### src/rtl/uart_rx.sv
// 8N1 UART receiver. It samples each bit at mid-bit and holds the last byte with valid,
// framing-error and overrun flags, and it pulses rx_int once for every committed frame.
module uart_rx #(
  parameter int CLK_FREQ = 50_000_000,
  parameter int BAUD     = 115200
) (
  input  logic       CLK,
  input  logic       RST,
  input  logic       Rx,
  input  logic       rd_ack,
  output logic [7:0] data,
  output logic       valid,
  output logic       frame_err,
  output logic       overrun,
  output logic       rx_int
);

  localparam int CLKS_PER_BIT = CLK_FREQ / BAUD;
  localparam int HALF         = CLKS_PER_BIT / 2;
  localparam int CNT_W        = $clog2(CLKS_PER_BIT);

  localparam logic [CNT_W-1:0] CNT_HALF_LAST = CNT_W'(HALF - 1);
  localparam logic [CNT_W-1:0] CNT_BIT_LAST  = CNT_W'(CLKS_PER_BIT - 1);

  typedef enum logic [1:0] {IDLE, START, DATA, STOP} state_t;

  state_t           state_q, state_d;
  logic [CNT_W-1:0] cnt_q, cnt_d;
  logic [2:0]       bit_idx_q, bit_idx_d;
  logic [7:0]       shift_q, shift_d;
  logic [7:0]       data_q, data_d;
  logic             valid_q, valid_d;
  logic             frame_err_q, frame_err_d;
  logic             overrun_q, overrun_d;
  logic             rx_int_q, rx_int_d;
  logic             sync1_q, rxs_q;
  logic             rxs;

  assign rxs = rxs_q;

  always_comb begin
    state_d     = state_q;
    cnt_d       = cnt_q;
    bit_idx_d   = bit_idx_q;
    shift_d     = shift_q;
    data_d      = data_q;
    valid_d     = valid_q;
    frame_err_d = frame_err_q;
    overrun_d   = overrun_q;
    rx_int_d    = 1'b0;

    if (rd_ack && valid_q) begin
      valid_d     = 1'b0;
      frame_err_d = 1'b0;
      overrun_d   = 1'b0;
    end

    unique case (state_q)
      IDLE: begin
        if (!rxs) begin
          state_d = START;
          cnt_d   = '0;
        end
      end
      START: begin
        if (cnt_q == CNT_HALF_LAST) begin
          cnt_d = '0;
          if (!rxs) begin
            state_d   = DATA;
            bit_idx_d = 3'd0;
          end else begin
            state_d = IDLE;
          end
        end else begin
          cnt_d = cnt_q + CNT_W'(1);
        end
      end
      DATA: begin
        if (cnt_q == CNT_BIT_LAST) begin
          shift_d   = {rxs, shift_q[7:1]};
          cnt_d     = '0;
          bit_idx_d = bit_idx_q + 3'd1;
          if (bit_idx_q == 3'd7) begin
            state_d = STOP;
          end
        end else begin
          cnt_d = cnt_q + CNT_W'(1);
        end
      end
      STOP: begin
        if (cnt_q == CNT_BIT_LAST) begin
          // Commit overrides any same-cycle rd_ack clear above.
          data_d      = shift_q;
          valid_d     = 1'b1;
          frame_err_d = ~rxs;
          overrun_d   = overrun_q | (valid_q & ~rd_ack);
          rx_int_d    = 1'b1;
          cnt_d       = '0;
          state_d     = IDLE;
        end else begin
          cnt_d = cnt_q + CNT_W'(1);
        end
      end
      default: begin
        state_d = IDLE;
        cnt_d   = '0;
      end
    endcase
  end

  always_ff @(posedge CLK) begin
    if (RST) begin
      state_q     <= IDLE;
      cnt_q       <= '0;
      bit_idx_q   <= 3'd0;
      shift_q     <= 8'h00;
      data_q      <= 8'h00;
      valid_q     <= 1'b0;
      frame_err_q <= 1'b0;
      overrun_q   <= 1'b0;
      rx_int_q    <= 1'b0;
      sync1_q     <= 1'b1;
      rxs_q       <= 1'b1;
    end else begin
      state_q     <= state_d;
      cnt_q       <= cnt_d;
      bit_idx_q   <= bit_idx_d;
      shift_q     <= shift_d;
      data_q      <= data_d;
      valid_q     <= valid_d;
      frame_err_q <= frame_err_d;
      overrun_q   <= overrun_d;
      rx_int_q    <= rx_int_d;
      sync1_q     <= Rx;
      rxs_q       <= sync1_q;
    end
  end

  assign data      = data_q;
  assign valid     = valid_q;
  assign frame_err = frame_err_q;
  assign overrun   = overrun_q;
  assign rx_int    = rx_int_q;

endmodule

### config.mk
export PLATFORM = sky130hd
export DESIGN_NAME = uart_rx
export DESIGN_NICKNAME = d
export VERILOG_FILES = /design/src/rtl/uart_rx.sv
export SDC_FILE = /design/constraint.sdc
export NUM_CORES = 1
export LEC_CHECK = 0
export BUFFER_PORTS_ARGS = -buffer_cell sky130_fd_sc_hd__buf_2
export CAP_MARGIN = 20
export CORE_ASPECT_RATIO = 0.5
export CORE_UTILIZATION = 50
export DETAILED_ROUTE_END_ITERATION = 7
export PLACE_DENSITY = 0.69
export SLEW_MARGIN = 20
export SYNTH_ARGS = -nofsm -noshare
export SYNTH_HDL_FRONTEND = slang
export SYNTH_SLANG_ARGS = --single-unit
### constraint.sdc
create_clock -name CLK -period 4 [get_ports CLK]
set_clock_uncertainty 0.15 [all_clocks]
set_input_delay 0.4 -clock CLK [delete_from_list [all_inputs] [get_ports CLK]]
set_output_delay 0.4 -clock CLK [all_outputs]
set_load 0.02 [all_outputs]
======== After elaboration in Yosys (flattened, before gate mapping) ========
Cells that the tools add are included.
cells by class
  add/sub/neg operators ................... 2
  equal/unequal tests ..................... 12
  multiplexer cells ....................... 25
  bitwise gates (word level) .............. 5
  reductions and logical operators ........ 9
operator list
  cell                   count
  $mux W9                3
  $pmux W9 S3            1
  $mux W2                6
  $ne A2 B2 Y1 const B   6
  $mux W1                10
  $add A9 B1 Y9 const B  1
  $eq A9 B8 Y1 const B   1
  $eq A9 B9 Y1 const B   1
  $mux W3                3
  $pmux W2 S4            1
  $pmux W3 S2            1
  $reduce_and A5 Y1      1
  $eq A2 B2 Y1 const B   2
  $reduce_and A2 Y1      2
  $reduce_and A4 Y1      1
  $reduce_or A2 Y1       2
  $add A3 B1 Y3 const B  1
  $eq A3 B3 Y1 const B   1
  $not A1 Y1             3
  $eq A2 B1 Y1 const B   1
  $logic_not A2 Y1       1
  $reduce_bool A2 Y1     1
  $and A1 B1 Y1          1
  $logic_and A1 B1 Y1    1
  $or A1 B1 Y1           1
storage, ports and cells
  flip-flop bits (word level) ............. 36
  output and inout bits ................... 12
  logic and storage cells ................. 64

======== Logic depth before layout (Yosys ltp) ========
Gate-level depths: netlist of run 1.
  word-level depth ........................ 5
  depth in mapped cells ................... 8
  mapped depth without buffers ............ 6

======== Worst setup path before layout of run 1 ========
OpenSTA, ideal clock, no wires.
  kind .................................... register to register
  start ................................... register cnt_q[1]
  end ..................................... register state_q[0]
  library setup time ...................... 0.065 ns
  arrival ................................. 1.529 ns
  slack ................................... 2.256 ns
  stages on the path, launching flop included .. 8
  path buffers ............................ 1
  cell sequence ........................... dfxtp_1 inv_1 ha_1 and4b_1 buf_2 and2_0 mux4_2 nor2_1
between the ends
  longest elaborated chain between the ends .. 3
ends and longest elaborated chain
  what                                                 line        text
  start: declaration                                   28          logic [CNT_W-1:0] cnt_q, cnt_d;
  start signal: assignment                             126         cnt_q <= cnt_d;
  $eq A9 B9 Y1 / $eq A9 B8 Y1 (equally long branches)  79, 91, 66
  $ne A2 B2 Y1 (no source line)                        n/a
  $reduce_and A5 Y1 (no source line) (*)               n/a
  end signal: assignment                               125         state_q <= state_d;
  end: declaration                                     27          state_t state_q, state_d;
Mark *: on every way between the ends. The rest lies on a longest branch, timed or not.
A chain may end at the register's enable or synchronous reset.

======== Worst setup path after layout of run 1 ========
  start ................................... register cnt_q[0]
  end ..................................... register cnt_q[2]
between the ends
  longest elaborated chain between the ends .. 3
ends and longest elaborated chain
  what                                         line         text
  $add A9 B1 Y9, or another cell as far along  75, 87, 101
  $mux W9 (on tied branches)                   79, 91, 66
  $pmux W9 S3 (*)                              58           unique case (state_q)
Marks and branches as above.

==> results of run 1 <==
[logic make-up after synthesis]
kind of cell / count (synthesis) / synth area share
and+or+nand+nor: 64 / 0.2012
AOI/OAI and AO/OA: 37 / 0.1503
DFF: 36 / 0.4374
buffers and inverters: 18 / 0.05542
muxes: 18 / 0.1177
adders and majority gates: 5 / 0.03797
[synthesized netlist by cell type (2+ instances only)]
master / number / area [um^2]
o22ai_1: 4 / 25.02
a21oi_1: 11 / 55.05
nand4_1: 3 / 18.77
o32ai_1: 2 / 17.52
nor2_1: 24 / 90.09
a31oi_1: 2 / 12.51
o21ai_0: 7 / 35.03
nor3_1: 7 / 35.03
inv_1: 6 / 22.52
ha_1: 5 / 62.56
nand3_1: 5 / 25.02
nand2_1: 9 / 33.78
and4_4: 2 / 22.52
clkbuf_1: 8 / 30.03
buf_6: 3 / 33.78
mux2i_1: 16 / 160.2
dfxtp_1: 36 / 720.7
or2_2: 2 / 12.51
o21a_1: 3 / 22.52
[worst register-to-register path: cells and delay by family, from the launching register on]
| family | cells | cell delay [ns] |
|---|---|---|
| flops | 1 | 0.40 |
| simple gates | 1 | 0.15 |
| fa+ha+maj | 1 | 0.20 |
| buf+inv | 1 | 0.09 |
| compound gates | 3 | 1.07 |
[final timing paths]
path / slack (ns) / to / start / depth (start not counted)
setup / recovery: 1.84 / cnt_q[2] / cnt_q[0] / 6
hold / removal: 0.14 / sync1_q / Rx / 2
setup reg to reg: 1.84 / cnt_q[2] / cnt_q[0] / 6
hold reg to reg: 0.27 / rxs / sync1_q / 1
[through the flow]
step | power [mW] | hold slack, ns
after floorplan | 0.3880 | 0.2395
after detailed placement | 0.3932 | 0.2494
final | 0.7042 | 0.1380
after global placement | 0.3925 | 0.2412
after CTS | 0.7096 | 0.1345
after global routing | 0.7263 | 0.1333
[layer usage]
metal	vias up	track usage	share of wire
met5	-	0	0
met4	0	0.08276	0.015
met3	7	0.06496	0.059
met2	31	0.3082	0.43
met1	601	0.2326	0.49
li1	653	-	-
[power by group]
| group | total, mW | internal (mW) | switching (mW) |
|---|---|---|---|
| registers | 0.363 | 0.360 | 0.00288 |
| clock network | 0.320 | 0.184 | 0.135 |
| logic | 0.0213 | 0.00709 | 0.0142 |
| total | 0.704 | 0.552 | 0.152 |
[flip-flops by register name, indices dropped and copies added, names as in the netlist, named ones only]
register and count:
sync1_q 1, data 8, rxs 1, cnt_q 9
shift_q 8, bit_idx_q 3, overrun 1, valid 1
state_q 1, frame_err 1, rx_int 1
[layout make-up]
cell class / count / area [um^2] / area share
Sequential cell: 36 / 720.7 / 0.3970
Tap cell: 40 / 50.05 / 0.02757
Multi-Input combinational cell: 124 / 835.8 / 0.4604
Clock inverter: 3 / 42.54 / 0.02343
Timing Repair Buffer: 15 / 75.07 / 0.04135
Inverter: 6 / 22.52 / 0.01241
Clock buffer: 5 / 68.82 / 0.03790
==> impl_results.md, run 1 <==
* Post-synth EDFFs at 0
* Global Route Usage Sum at 0.1899
* Cells along the critical path: inv_1 -> ha_1 -> nor4b_1 -> a21oi_1 -> o21bai_1 -> o32ai_1
* Post-CTS Hold Fix Bufs at 0
* Cell count after synthesis at 178
* Min Clock Period, post-route at 2.157 ns
* Distinct cells, synth at 42
* Worst hold-check path type: in2reg
* Dpl cell area at 0.001704 mm^2
* Port buffer count at 15
* Total wire length at 2987 um
* Final setup vio count at 0
* Pre-CTS setup slack at 1.849 ns
* Share of cells above drive strength 1 at 0.1693
* Largest net degree at the start of global routing at 37
* Status: completed
* Die area at 0.003543 mm^2
* Slew Limit Fails at 0
* Drt first pass iters at 4
* # rows at 14
* Clock Root Buffer: clkbuf_8
* Post-CTS setup buffer count at 0
* Pleak at 0.6503 nW
* Final instance area at 0.001815 mm^2
* Final hold vios at 0
* Die W at 83.19 um
* WL/cell at 13.04 um
* Yosys reg bits at 36
* Util after Layout at 0.5922
* First-pass GRT wire length at 5175 um
* Max Cap Viol at 0
* Initial antenna violation count at 0
* RSZ-0062 raised after global routing: no
* Maximum VDD drop at 316.0 uV
* Antenna Violating Nets Remaining at 0
* Ys Warns at 0
* Post-synthesis sequential area ratio at 0.4374
* Clock sinks at 36
* Ant. Diodes at 0
* Vias in the first global route at 1168
* Most frequent cells in the layout: dfxtp_1, nor2_1, mux2i_1
* Core Region at 0.003065 mm^2
* Placed insts at 221
* Total gr overflow at 0
* Most common cell after layout, fill and taps aside: dfxtp_1
* Crit path max fanout at 11
* Arr. time, crit path at 2.20 ns
* Drc violations at 0
* Via density per instance at 5.642
* Power per cell area at 387.9 mW/mm^2
* Syn Area/Cell at 9.257 um^2
* Detail Placement HPWL at 2012 um
* CTS clk-pin slew, worst paths at 0.08 ns
* Worst slew margin at 0.4835
* CP bufs+invs at 1
* Initial DRC Count at 70
* Worst setup margin at 1.843 ns
* Period utilisation layout at 0.5393
* Post-synth net total at 187
* Via Count at 1292
* Starting Density at 0.5376
* Area of the mapped netlist at 0.001648 mm^2
* Nets@finish at 197
* CP required at 4.05 ns
* Num ports at 16
* Die Y-Extent at 42.60 um
* Fmax at 0.4635 GHz
* Fill cells at 271
* Worst Setup End Kind: register
* Top_reg_cell synth: dfxtp_1
* Setup TNS at 0 ns
* Asr flop ratio synth at 0
* CP delay by family, top: compound AO/OA/AOI/OAI gates
* Htree depth at 2
* Type of origin of the critical path: register
* Layout area overhead at 10.17%
* Max stage delay on crit path at 0.64 ns
* CTS tree: done
* Post-CTS sizing at 0
* Category of the critical setup timing path: reg2reg
* GPL Wtd Cong at 0.8140
* Crit-path slowest cell: a21oi_1
* Layout Cells excl Fill at 229
* Num CTS Buffers at 5
* Deepest clock path buffer count at 2
* Latest clock arrival within the worst-skew pair at 0.29 ns
* Worst Tran Pin Value at 0.7748 ns
No activity file was read; power rests on OpenSTA's default activity.
==> run 2: changes to the inputs <==
--- a/config.mk
+++ b/config.mk
@@ -5,6 +5,7 @@
 export SDC_FILE = /design/constraint.sdc
 export NUM_CORES = 1
 export LEC_CHECK = 0
+export ABC_AREA = 1
 export BUFFER_PORTS_ARGS = -buffer_cell sky130_fd_sc_hd__buf_2
 export CAP_MARGIN = 20
 export CORE_ASPECT_RATIO = 0.5
==> constraint.sdc (replaced) <==
create_clock -name CLK -period 2.1 [get_ports CLK]
set_clock_uncertainty 0.15 [all_clocks]
set_input_delay 0.21 -clock CLK [delete_from_list [all_inputs] [get_ports CLK]]
set_output_delay 0.21 -clock CLK [all_outputs]
set_load 0.02 [all_outputs]
==> impl_results.md, run 2 <==
* Status: completed
* Most common cell in the netlist: nand2_1
* Top cells by count, synth: nand2_1, dfxtp_1, a21oi_1
* Asr flop ratio synth at 0 (unchanged)
* Worst hold stages at 4 (+2)
* Clock Root Buffer: clkbuf_8
* Largest net degree at the start of global routing at 21 (-43%)
* CTS tree: done
* Period utilisation layout at 0.8054 (+0.2661)
* Vias in the first global route at 1241 (+6.3%)
* # rows at 14 (unchanged)
* Worst slew margin at 0.6108 (+0.1273)
* Biggest register: cnt_q
* Fmax at 0.5913 GHz (+28%)
* Ant. Diodes at 0 (unchanged)
* CTS clk-pin slew, worst paths at 0.07 ns (about the same)
* Final setup vio count at 0 (unchanged)
* Layout Cells excl Fill at 279 (+22%)
* RSZ-0062 raised after global routing: no
* Max Cap Viol at 0 (unchanged)
* Category of the critical setup timing path: reg2reg
* Core Region at 0.003083 mm^2 (+0.57%)
* Layout area overhead at 12.43%
* Yosys reg bits at 36 (unchanged)
* Starting Density at 0.5386 (+0.001004)
* Pre-CTS setup slack at 0.4472 ns (-1.402 ns)
* Die Y-Extent at 42.75 um (+0.35%)
* Clock sinks at 36 (unchanged)
* Htree depth at 2 (unchanged)
* Worst Setup End Kind: register
* Nets@finish at 247 (+25%)
* Num ports at 16 (unchanged)
* Cell count after synthesis at 221 (+24%)
* Worst setup margin at 0.4087 ns (-1.434 ns)
* Tot Pwr at 1.444 mW (+100%)
* Setup TNS at 0 ns (unchanged)
* R2R Path Start: cnt_q[1]
* Slew Limit Fails at 0 (unchanged)
* Detail Placement HPWL at 2090 um (+3.9%)
* GPL Wtd Cong at 0.8456 (+3.9%)
* Worst hold endpoint: valid
* Worst hold-check path type: in2reg
* Total wire length at 3118 um (+4.4%)
* Final instance area at 0.001867 mm^2 (+2.8%)
* Post-synthesis sequential area ratio at 0.4341 (-0.003296)
* Power per cell area at 773.3 mW/mm^2 (+99%)
* Initial DRC Count at 50 (-29%)
* WL/cell at 11.18 um (-14%)
* Antenna Violating Nets Remaining at 0 (unchanged)
* Hold Startpoint: rd_ack
* Dpl cell area at 0.001745 mm^2 (+2.4%)
* Post-synth top area share at 0.4341 (-0.003296)
* First-pass GRT wire length at 5326 um (+2.9%)
* Type of origin of the critical path: register
* Min Clock Period, post-route at 1.691 ns (-0.4659 ns)
* Post-synth net total at 230 (+23%)
* Drc violations at 0 (unchanged)
* Main area contributors after synthesis: dfxtp_1, nand2_1, a21oi_1
* Crit path max fanout at 9 (-2)
* Syn Area/Cell at 7.513 um^2 (-19%)
* Area of the mapped netlist at 0.001660 mm^2 (+0.76%)
* Global Route Usage Sum at 0.1919 (+0.002020)
* Deepest clock path buffer count at 2 (unchanged)
* Via Count at 1409 (+9.1%)
* Die W at 83.50 um (+0.37%)
* WHS at 0.04818 ns (-0.08980 ns)
* Total gr overflow at 0 (unchanged)
* Port buffer count at 15 (unchanged)
* Synth area leader: dfxtp_1
* Post-synth EDFFs at 0 (unchanged)
* Pleak at 0.8110 nW (+25%)
* Reg2reg setup slack at 0.41 ns (-1.43 ns)
* Num CTS Buffers at 5 (unchanged)
* Crit Reg-Reg Endpoint: cnt_q[8]
* Share of cells above drive strength 1 at 0.1799 (+0.01060)
* Util after Layout at 0.6055 (+0.01327)
* Latest clock arrival within the worst-skew pair at 0.29 ns (about the same)
* Post-CTS setup buffer count at 0 (unchanged)
* Arr. time, crit path at 1.77 ns (-0.43 ns)
* Most frequent cells in the layout: nand2_1, dfxtp_1, a21oi_1
* Maximum VDD drop at 447.7 uV (+42%)
* Most common cell after layout, fill and taps aside: nand2_1
* Worst Tran Pin Value at 0.5831 ns (-0.1917 ns)
* CP required at 2.17 ns (-1.88 ns)
* Drt first pass iters at 4 (unchanged)
* Reg2Reg Depth at 9 (+3)
* Final hold vios at 0 (unchanged)
* Fill cells at 285 (+5.2%)
* Top_reg_cell synth: dfxtp_1
* Distinct cells, synth at 25 (-40%)
* Die area at 0.003569 mm^2 (+0.73%)
* Multi-input gate area in the final layout at 787.0 um^2 (-5.8%)
* Via density per instance at 5.050 (-10%)
* Ys Warns at 0 (unchanged)
* Register Area at 720.7 um^2 (unchanged)
* Post-CTS sizing at 0 (unchanged)
* Max reg flops at 9 (unchanged)
* Initial antenna violation count at 0 (unchanged)
* Placed insts at 270 (+22%)
==> run 2: worst max path at each step <==
stage	startpoint	end	slack (ns)	depth (start not counted)
6_report	cnt_q[1]	cnt_q[8]	0.41	9
5_1_grt	cnt_q[1]	cnt_q[7]	0.24	9
4_1_cts	cnt_q[0]	shift_q[0]	0.42	8
3_5_place_dp	cnt_q[0]	shift_q[0]	0.45	8
3_3_place_gp	cnt_q[0]	frame_err	0.48	8
2_1_floorplan	cnt_q[0]	shift_q[7]	0.59	9
==> run 2: area by class of cell <==
| type | instances | area share |
|---|---|---|
| clock buffer | 5 | 0.03686 |
| clock inverter | 3 | 0.02279 |
| inverter | 30 | 0.06032 |
| multi-input combinational | 149 | 0.4216 |
| sequential | 36 | 0.3861 |
| tap | 40 | 0.02681 |
| timing repair buffer | 16 | 0.04558 |
==> run 2: metal layers <==
layer	share of wire	wire length, um	GRT usage
met5	0	0	0
met4	0.012	38	0.08136
met1	0.49	1524	0.2374
met2	0.46	1433	0.3115
met3	0.039	122	0.06420
==> run 2: timing repair <==
action                                 in CTS  in global routing
endpoints found under the hold margin       1                  0
hold buffers                                1                  0
setup endpoints to repair                   0                  0
==> run 2: cell families (layout without fill, tap and decap cells) <==
family                   Yosys count  in the layout  synth area share
AND/OR/NAND/NOR                   85             85            0.2313
AO/OA/AOI/OAI                     58             58            0.1997
flip-flops                        36             36            0.4341
buffers and inverters             36             54           0.09193
adder cells (fa/ha/maj)            5              5           0.03768
XOR/XNOR                           1              1          0.005276
==> run 2: critical path: stages (launching register included) <==
cell and delay (ns):
dfxtp_1 0.40, inv_1 0.08, ha_1 0.20, nand2_1 0.07, nor2_1 0.05, nand2_2 0.09, nand2_1 0.06, nand2_1 0.25
o21ai_0 0.14, a21oi_1 0.14
==> run 2: report_power, final <==
| part | leakage (nW) | switching [mW] | total [mW] | internal, mW |
|---|---|---|---|---|
| Combinational | 0.466 | 0.0886 | 0.128 | 0.0397 |
| Sequential | 0.291 | 0.0119 | 0.704 | 0.692 |
| Clock | 0.0541 | 0.260 | 0.611 | 0.351 |
| Total | 0.811 | 0.360 | 1.44 | 1.08 |
==> run 3: changes to the inputs <==
==> constraint.sdc (replaced) <==
create_clock -name CLK -period 1.75 [get_ports CLK]
set_clock_uncertainty 0.15 [all_clocks]
set_input_delay 0.175 -clock CLK [delete_from_list [all_inputs] [get_ports CLK]]
set_output_delay 0.175 -clock CLK [all_outputs]
set_load 0.02 [all_outputs]
==> impl_results.md, run 3 (synthesis gave the netlist of run 2 again) <==
* Status: completed
* Tot Pwr at 1.602 mW (+11%)
* Deepest clock path buffer count at 2 (unchanged)
* Crit path max fanout at 12 (+3)
* GPL Wtd Cong at 0.8420 (-0.43%)
* Worst Tran Pin Value at 0.5853 ns (+0.002211 ns)
* First-pass GRT wire length at 5499 um (+3.2%)
* CP bufs+invs at 1 (unchanged)
* Clock Root Buffer: clkbuf_8
* Period utilisation layout at 0.9226 (+0.1172)
* Min Clock Period, post-route at 1.615 ns (-0.07676 ns)
* Arr. time, crit path at 1.66 ns (-0.11 ns)
* Total gr overflow at 0 (unchanged)
* Fill cells at 288 (+1.1%)
* Final setup vio count at 0 (unchanged)
* Worst setup margin at 0.1354 ns (-0.2732 ns)
* Biggest register: cnt_q
* Worst hold-check path type: in2reg
* Detail Placement HPWL at 2151 um (+2.9%)
* Share of cells above drive strength 1 at 0.2245 (+0.04457)
* Dpl cell area at 0.001753 mm^2 (+0.43%)
* CP required at 1.79 ns (-0.38 ns)
* Most frequent cells in the layout: nand2_1, dfxtp_1, a21oi_1
* Drt first pass iters at 5 (+1)
* Die Y-Extent at 42.75 um (unchanged)
* Port buffer count at 15 (unchanged)
* Global Route Usage Sum at 0.2022 (+0.01027)
* Num CTS Buffers at 5 (unchanged)
* Max stage delay on crit path at 0.39 ns (about the same)
* Die W at 83.50 um (unchanged)
* Total wire length at 3177 um (+1.9%)
* Pre-CTS setup slack at 0.05555 ns (-0.3916 ns)
* RSZ-0062 raised after global routing: no
* Power per cell area at 833.1 mW/mm^2 (+7.7%)
* Htree depth at 2 (unchanged)
* Latest clock arrival within the worst-skew pair at 0.30 ns (about the same)
* Num ports at 16 (unchanged)
* Worst slew margin at 0.6093 (-0.001476)
* Multi-input gate area in the final layout at 802.0 um^2 (+1.9%)
* Initial DRC Count at 48 (-4.0%)
* Worst Setup End Kind: register
* CTS clk-pin slew, worst paths at 0.07 ns (about the same)
* Starting Density at 0.5386 (unchanged)
* Type of origin of the critical path: register
* Max reg flops at 9 (unchanged)
* Die area at 0.003569 mm^2 (unchanged)
* Initial antenna violation count at 0 (unchanged)
* Core Region at 0.003083 mm^2 (unchanged)
* Util after Layout at 0.6238 (+0.01826)
* Largest net degree at the start of global routing at 20 (-4.8%)
* Antenna Violating Nets Remaining at 0 (unchanged)
* CP delay by family, top: simple AND/OR/NAND/NOR gates
* # rows at 14 (unchanged)
* Cells along the critical path: ha_2 -> nand2_1 -> nor2_2 -> nand2_2 -> nor2_8 -> buf_12 -> a21oi_1 -> o21a_1
* Nets@finish at 253 (+2.4%)
* Clock sinks at 36 (unchanged)
* Most common cell after layout, fill and taps aside: nand2_1
* Layout Cells excl Fill at 285 (+2.2%)
* Final instance area at 0.001923 mm^2 (+3.0%)
* Maximum VDD drop at 700.8 uV (+57%)
* Setup TNS at 0 ns (unchanged)
* Category of the critical setup timing path: reg2reg
* Fmax at 0.6194 GHz (+4.8%)
* Via density per instance at 4.895 (-3.1%)
* CTS tree: done
* WHS at 0.1485 ns (+0.1003 ns)
* Crit-path slowest cell: dfxtp_2
* Final hold vios at 0 (unchanged)
* Max Cap Viol at 0 (unchanged)
* Register Area at 723.2 um^2 (+0.35%)
* Placed insts at 271 (+0.37%)
* Layout area overhead at 15.82%
* Ant. Diodes at 0 (unchanged)
* Vias in the first global route at 1241 (unchanged)
* Pleak at 0.8392 nW (+3.5%)
* Drc violations at 0 (unchanged)
* Slew Limit Fails at 0 (unchanged)
* Via Count at 1395 (-0.99%)
* WL/cell at 11.15 um (-0.25%)
-- run 3: worst register-to-register path: stages (launching register included) --
cell and delay, ns:
dfxtp_2 0.39, ha_2 0.20, nand2_1 0.06, nor2_2 0.10, nand2_2 0.13, nor2_8 0.17, buf_12 0.14, a21oi_1 0.07
o21a_1 0.10
-- run 3: final cells by class --
cell class,count,area share
multi-input combinational,149,0.4170
sequential,36,0.3761
timing repair buffer,22,0.07547
inverter,30,0.05986
clock buffer,5,0.03578
tap,40,0.02602
clock inverter,3,0.009759
-- run 3: metal layers --
layer	GRT usage	routed length (um)
met5	0	0
met1	0.2482	1581
met2	0.3213	1407
met4	0.1220	70
met3	0.05837	116
-- run 3: path summary, 6_finish.rpt --
| path | slack [ns] | depth (start not counted) | endpoint | start |
|---|---|---|---|---|
| hold reg to reg | 0.27 | 1 | rxs | sync1_q |
| hold / removal | 0.15 | 3 | bit_idx_q[0] | RST |
| setup / recovery | 0.14 | 8 | data[7] | cnt_q[0] |
| setup reg to reg | 0.14 | 8 | data[7] | cnt_q[0] |
-- run 3: repair_timing --
item / in CTS / in global routing
hold endpoints to repair: 2 / 0
hold buffers: 2 / 0
endpoints found under the setup margin: 0 / 32
buffers inserted: 0 / 4
resized for setup: 0 / 12
-- run 3: where the power goes --
group,switching (mW),leakage [nW],internal [mW]
combinational,0.109,0.500,0.0523
clock,0.316,0.0479,0.277
sequential,0.0155,0.292,0.832
